<file path="config.mk">
export PLATFORM = sky130hd
export DESIGN_NAME = weight_loader
export DESIGN_NICKNAME = d
export VERILOG_FILES = /design/src/rtl/weight_loader.sv
export SDC_FILE = /design/constraint.sdc
export NUM_CORES = 1
export LEC_CHECK = 0
export BUFFER_PORTS_ARGS = -buffer_cell sky130_fd_sc_hd__buf_4
export CAP_MARGIN = 25
export CELL_PAD_IN_SITES_DETAIL_PLACEMENT = 0
export CELL_PAD_IN_SITES_GLOBAL_PLACEMENT = 2
export CORE_UTILIZATION = 30
export CTS_CLUSTER_SIZE = 28
export DETAILED_ROUTE_END_ITERATION = 8
export HOLD_SLACK_MARGIN = 0.15
export PLACE_DENSITY = 0.8
export RECOVER_POWER = 50
export SLEW_MARGIN = 15
export SYNTH_ARGS = -nofsm -noshare
export SYNTH_HDL_FRONTEND = slang
export SYNTH_SLANG_ARGS = --single-unit
</file>
<file path="constraint.sdc">
create_clock -name clk -period 3.99 [get_ports clk]
set_clock_uncertainty 0.05 [all_clocks]
set_input_delay 0.399 -clock clk [delete_from_list [all_inputs] [get_ports clk]]
set_output_delay 0.399 -clock clk [all_outputs]
set_load 0.01 [all_outputs]
</file>
<file path="src/rtl/weight_loader.sv">
// Weight loader: fetches FIFO_DEPTH rows from weight memory starting at a
// latched base address and pushes them, in order, into the downstream
// weight FIFO with a fixed read-to-push latency of two cycles.
module weight_loader #(
    parameter int unsigned DATA_WIDTH  = 8,
    parameter int unsigned FIFO_INPUTS = 4,
    parameter int unsigned FIFO_DEPTH  = 4,
    parameter int unsigned ADDR_WIDTH  = 8
) (
    input  logic                              clk,
    input  logic                              reset,
    input  logic                              start,
    input  logic [ADDR_WIDTH-1:0]             base_addr,
    input  logic                              pause,
    output logic                              mem_rd_en,
    output logic [ADDR_WIDTH-1:0]             mem_addr,
    input  logic [DATA_WIDTH*FIFO_INPUTS-1:0] mem_rd_data,
    output logic                              fifo_en,
    output logic [DATA_WIDTH*FIFO_INPUTS-1:0] fifo_data,
    output logic                              busy,
    output logic                              done
);

    localparam int unsigned BUS_W = DATA_WIDTH * FIFO_INPUTS;
    localparam int unsigned ROW_W = $clog2(FIFO_DEPTH + 1);

    localparam logic [1:0] ST_IDLE  = 2'd0;
    localparam logic [1:0] ST_FETCH = 2'd1;
    localparam logic [1:0] ST_DRAIN = 2'd2;
    localparam logic [1:0] ST_DONE  = 2'd3;

    logic [1:0]            state_q,     state_d;
    logic [ROW_W-1:0]      row_q,       row_d;
    logic [ADDR_WIDTH-1:0] base_q,      base_d;
    logic                  rd_pend_q,   rd_pend_d;
    logic                  fifo_en_q,   fifo_en_d;
    logic [BUS_W-1:0]      fifo_data_q, fifo_data_d;
    logic                  busy_q,      busy_d;
    logic                  done_q,      done_d;
    logic                  rd_issue_c;

    // Read strobe must react to pause in the same cycle, so it is combinational.
    assign rd_issue_c = (state_q == ST_FETCH) && !pause;
    assign mem_rd_en  = rd_issue_c;
    assign mem_addr   = base_q + ADDR_WIDTH'(row_q);

    assign fifo_en    = fifo_en_q;
    assign fifo_data  = fifo_data_q;
    assign busy       = busy_q;
    assign done       = done_q;

    // Next-state and next-output logic.
    always_comb begin
        state_d     = state_q;
        row_d       = row_q;
        base_d      = base_q;
        rd_pend_d   = rd_issue_c;
        fifo_en_d   = rd_pend_q;
        fifo_data_d = rd_pend_q ? mem_rd_data : fifo_data_q;

        case (state_q)
            ST_IDLE: begin
                if (start) begin
                    state_d = ST_FETCH;
                    base_d  = base_addr;
                    row_d   = '0;
                end
            end
            ST_FETCH: begin
                if (!pause) begin
                    row_d = ROW_W'(row_q + 1'b1);
                    if (row_q == ROW_W'(FIFO_DEPTH - 1)) begin
                        state_d = ST_DRAIN;
                    end
                end
            end
            ST_DRAIN: begin
                // Reads stopped on DRAIN entry; the push with nothing behind it is the last.
                if (fifo_en_q && !rd_pend_q) begin
                    state_d = ST_DONE;
                end
            end
            ST_DONE: begin
                state_d = ST_IDLE;
            end
            default: begin
                state_d = ST_IDLE;
            end
        endcase

        busy_d = (state_d != ST_IDLE);
        done_d = (state_d == ST_DONE);
    end

    // State and registered outputs; reset also flushes in-flight reads.
    always_ff @(posedge clk) begin
        if (!reset) begin
            state_q     <= ST_IDLE;
            row_q       <= '0;
            base_q      <= '0;
            rd_pend_q   <= 1'b0;
            fifo_en_q   <= 1'b0;
            fifo_data_q <= '0;
            busy_q      <= 1'b0;
            done_q      <= 1'b0;
        end else begin
            state_q     <= state_d;
            row_q       <= row_d;
            base_q      <= base_d;
            rd_pend_q   <= rd_pend_d;
            fifo_en_q   <= fifo_en_d;
            fifo_data_q <= fifo_data_d;
            busy_q      <= busy_d;
            done_q      <= done_d;
        end
    end

endmodule

</file>
# ---- After elaboration in Yosys (flattened, before gate mapping)
# Index checks and enable logic that the tools add are counted.
dict set report word_totals {
  ff_bits 49
  latchBits 0
  ram_bits 0
  romBits 0
  input_bits 44
  out_inout_bits 44
  wordCells 34
  n_memories 0
}
dict set report classes {
  n_addsub 2
  mul 0
  div_mod_pow 0
  order_cmp 0
  n_eq_ne 7
  shift 0
  mux 8
  bitwise 0
  n_reduce_logical 9
}
# operator n
set ops {}
lappend ops {{8-bit by 3-bit adder with 8-bit output} 1}
lappend ops {{2-bit 2-to-1 mux} 4}
lappend ops {{2-bit one-hot mux with 4 select lines} 1}
lappend ops {{2-bit equality test, second input constant} 3}
lappend ops {{3-bit 2-to-1 mux} 2}
lappend ops {{3-bit one-hot mux with 2 select lines} 1}
lappend ops {{2-bit != test, second input constant} 2}
lappend ops {{2-bit nonzero test} 2}
lappend ops {{3-bit by 1-bit adder with 3-bit output, second input constant} 1}
lappend ops {{3-bit by 2-bit equality test with 1-bit output, second input constant} 1}
lappend ops {{3-bit AND reduction} 1}
lappend ops {{2-bit by 1-bit equality test with 1-bit output, second input constant} 1}
lappend ops {{1-bit logical AND} 2}
lappend ops {{1-bit logical NOT} 2}
lappend ops {{2-bit logical NOT} 1}
lappend ops {{2-bit AND reduction} 1}

# ---- Longest topological paths before layout
dict set report logic_depth {
  word_depth 5
  mapped_depth 6
  mapped_depth_nobuf 6
}

# ---- Worst setup path before layout
# No wires, ideal clock.
dict set report synth_path {
  path_type {flip-flop to output port}
  from {reg row_q[0]}
  to {out mem_addr[6]}
  arrival_ns 1.448
  required_ns 3.541
  setup_slack_ns 2.093
  stages_incl_launch_ff 7
  path_buffers 0
  cell_sequence {dfxtp_1 > ha_1 > inv_1 > fa_1 > nor2b_1 > o2111ai_1 > xnor2_1}
}
dict set report synth_between {
  elab_chain_cells 1
}
# element line_no
set synth_rtl {}
lappend synth_rtl {{from (decl)} 33} ;# logic [ROW_W-1:0] row_q, row_d;
lappend synth_rtl {{from (signal assigned)} 108} ;# row_q <= row_d;
lappend synth_rtl {{8-bit by 3-bit adder with 8-bit output} 45} ;# assign mem_addr = base_q + ADDR_WIDTH'(row_q);
lappend synth_rtl {{to (decl)} 16} ;# output logic [ADDR_WIDTH-1:0] mem_addr,
# No other way between the ends.

# ---- Worst setup path after layout
dict set report layout_path {
  from {reg rd_pend_q, in the netlist fifo_en_d}
  to {reg state_q[0]}
}
dict set report layout_between {
  elab_chain_cells 4
}
# element line_no
set layout_rtl {}
lappend layout_rtl {{from (decl)} 35} ;# logic rd_pend_q, rd_pend_d;
lappend layout_rtl {{from (signal assigned)} 110} ;# rd_pend_q <= rd_pend_d;
lappend layout_rtl {{1-bit logical NOT} 79} ;# if (fifo_en_q && !rd_pend_q) begin
lappend layout_rtl {{1-bit logical AND} 79}
lappend layout_rtl {{2-bit 2-to-1 mux} 79}
lappend layout_rtl {{2-bit one-hot mux with 4 select lines} 61} ;# case (state_q)
lappend layout_rtl {{to (signal assigned)} 107} ;# state_q <= state_d;
lappend layout_rtl {{to (decl)} 32} ;# logic [1:0] state_q, state_d;
# No other way between the ends.
# A chain may end at the register's enable or synchronous reset.

==> metrics.md <==
| Metric | Value |
|---|---|
| Number of clock sinks | approximately 50 |
| Ratio of cells with drive above 1 in the final layout | 0.241 |
| Final hold viol count | 0 |
| Rows | 30 |
| Number of nets in the layout | 327 |
| Period utilisation layout | 0.662 |
| Ys flop type | dfxtp_1 |
| Dpl cell area | 2790 µm² |
| GRT Overall Usage | 0.125 |
| Crit. End Element | flip-flop |
| Setup Viol. Count Final | 0 |
| Drt total wl | roughly 4400 µm |
| Via count | ~1600 |
| Post-route cell area | 2760 µm² |
| Post-CTS setup buffers | 0 |
| Synth warn | 0 |
| Worst vdd ir | between 100 and 150 µV |
| DR DRC count | 0 |
| Clk slew on worst S/H paths | around 90 ps |
| RR Endpoint | state_q[0] |
| RSZ-0062 raised after global routing | false |
| Hold_sp | mem_rd_data[10] |
| Worst reg-to-reg setup slack | 1350 ps |
| FF+latch count, synth | 49 |
| CTS Hold Bufs | 0 |
| Run status | finished with violations |
| Startpoint types | flip-flop |
| CTS tree | built |
| Post-Place Setup Slack | between 1500 and 2000 ps |
| Hold Worst Slack | about 300 ps |
| RR Startpoint | fifo_en_d |
| Crit Path Max Fanout | 24 |
| PortBufs | 87 |
| Wire per inst | 12.2 µm |
| DIE HEIGHT | between 80 and 90 µm |
| Antenna-violating nets left | 0 |
| CTS Buffer Depth | 2 |
| Most frequent cell after synthesis | dfxtp_1 |
| Finished Layout Cells | ~360 |
| Resize count post-CTS | 0 |
| CTS buffer count | 5 |
| Period minus WS final | ~2600 ps |
| Crit Path Class | reg2reg |
| I/O pin total | 88 |
| Die footprint | 7290 µm² |
| Hold Path Depth | 3 |
| Asr flop ratio synth | 0 |
| Die width | ~85 µm |
| Number of synthesized flops with an enable pin | 0 |
| Placed insts | approximately 350 |
| Violated checks | capacitance limit, slew limit |
| Crit path DAT | 2800 ps |
| Synth top area cells | dfxtp_1, mux2i_1, nor2b_1 |
| Clock latency at the later pin of the worst-skew pair | 300 ps |
| First-pass GRT wire length | a little over 7000 µm |
| H-Tree Level Count | 2 |
| Worst R2R Path Depth | 3 |
| Synth-to-layout area growth | 32.2% |
| Mapped Cells | approximately 190 |
| Post-synthesis instance area | around 2100 µm² |
| Post-route setup TNS | 0 ps |
| Syn Area/Cell | between 10 and 15 µm² |
| Slew Viols, Final | 25 |
| Grt ovf | 0 |
| Yosys top cell by area | dfxtp_1 |
| Antenna violations before repair | 0 |
| Number of global-route vias before repair | 1525 |
| Most common library cells after synthesis | dfxtp_1, nor2b_1, mux2i_1 |
| Pwr/cell area | between 300 and 400 nW/µm² |
| Initial Util | 0.309 |
| First-pass DRT Iterations | 4 |
| Final worst slack | about 1300 ps |
| Hold crit path type | in2reg |
| Ant. Diodes | 0 |
| GPL Wtd Cong | between 0.6 and 0.7 |
| DR vias/cell | ~4.4 |
| Worst Path Required | 4150 ps |
| Slew headroom | -0.112 |
| Synth top area share | 0.470 |
| Static Leakage | roughly 1.1 nW |
| Worst slew pin tran | between 1500 and 2000 ps |
| Fill cells | 716 |
| 1st-iter DRT viols | 48 |
| Core area | slightly below 7000 µm² |
| Core Util, Final | 0.408 |
| Pin count of the biggest net entering global routing | 50 |
| Pwr Total | around 0.93 mW |
| Post-synthesis cell type count | 32 |
| DP Wirelength | roughly 3000 µm |
| Syn_nets | around 240 |
| Sequential share of the synthesized area | 0.470 |
| F_max | roughly 0.38 GHz |
| Endpoint, Worst Hold | fifo_data[10] |
| Max Cap Viol | 1 |
| Clock Tree Root | clkbuf_8 |
==> critical path, cell delays in order, from the launching register on <==
cell	delay [ps]
dfxtp_1	720
clkbuf_1	1260
and4bb_2	330
o21a_1	170
==> cells in the final DEF, fill, tap and decap left out, drive strengths merged, types with 2 or more instances in the layout <==
cell type  Yosys  layout
buf            6      56
dfxtp         49      49
nor2b         41      41
mux2i         40      40
clkbuf         5      38
inv            6       7
ha             5       5
a21boi         5       5
o21ai          4       4
and2           4       4
a21oi          3       3
xor2           3       3
xnor2          3       3
nand2          2       2
nand4b         2       2
==> metal layers <==
layer  up-vias  part of all wire  GRT usage
li1        813                 -          -
met1       714              0.43      0.152
met2        41              0.51      0.209
met3         7             0.049     0.0370
met4         0             0.014     0.0455
met5         -                 0          0
==> power breakdown <==
| group | leakage, nW | internal (mW) | switching, mW |
|---|---|---|---|
| combinational | 0.624 | 0.0702 | 0.0483 |
| clock | 0.0445 | 0.125 | 0.172 |
| sequential | 0.398 | 0.505 | 0.0137 |
==> cell type report <==
cell class                      count  area [µm²]  area share
Sequential cell                    49         981       0.356
Clock buffer                        5        68.8      0.0249
Inverter                            6        22.5     0.00816
Multi-Input combinational cell    126        1020       0.370
Tap cell                           80         100      0.0363
Clock inverter                      3        21.3     0.00771
Timing Repair Buffer               89         544       0.197
==> how the worst max path moves through the flow <==
stage	start	to	slack (ps)	depth (start not counted)
finish	fifo_en_d	state_q[0]	1350	3
global route	fifo_en_d	state_q[0]	1180	3
CTS	row_q[0]	mem_addr[6]	1600	7
detailed placement	row_q[0]	mem_addr[6]	1960	7
global placement	row_q[0]	mem_addr[6]	1960	7
floorplan	row_q[0]	mem_addr[6]	2090	6
==> registers in the layout (all words and copies together), names as in the netlist <==
name       count
fifo_data     32
base_q         8
row_q          3
state_q        2
busy           1
done           1
fifo_en        1
fifo_en_d      1
==> kinds of logic after synthesis <==
logic type / Yosys count / synth area share
compound gates: 16 / 0.0546
xor+xnor: 6 / 0.0252
simple gates: 58 / 0.180
flops: 49 / 0.470
buf+inv: 17 / 0.0384
fa+ha+maj: 6 / 0.0396
mux: 40 / 0.192
No activity file was read; power rests on OpenSTA's default activity.
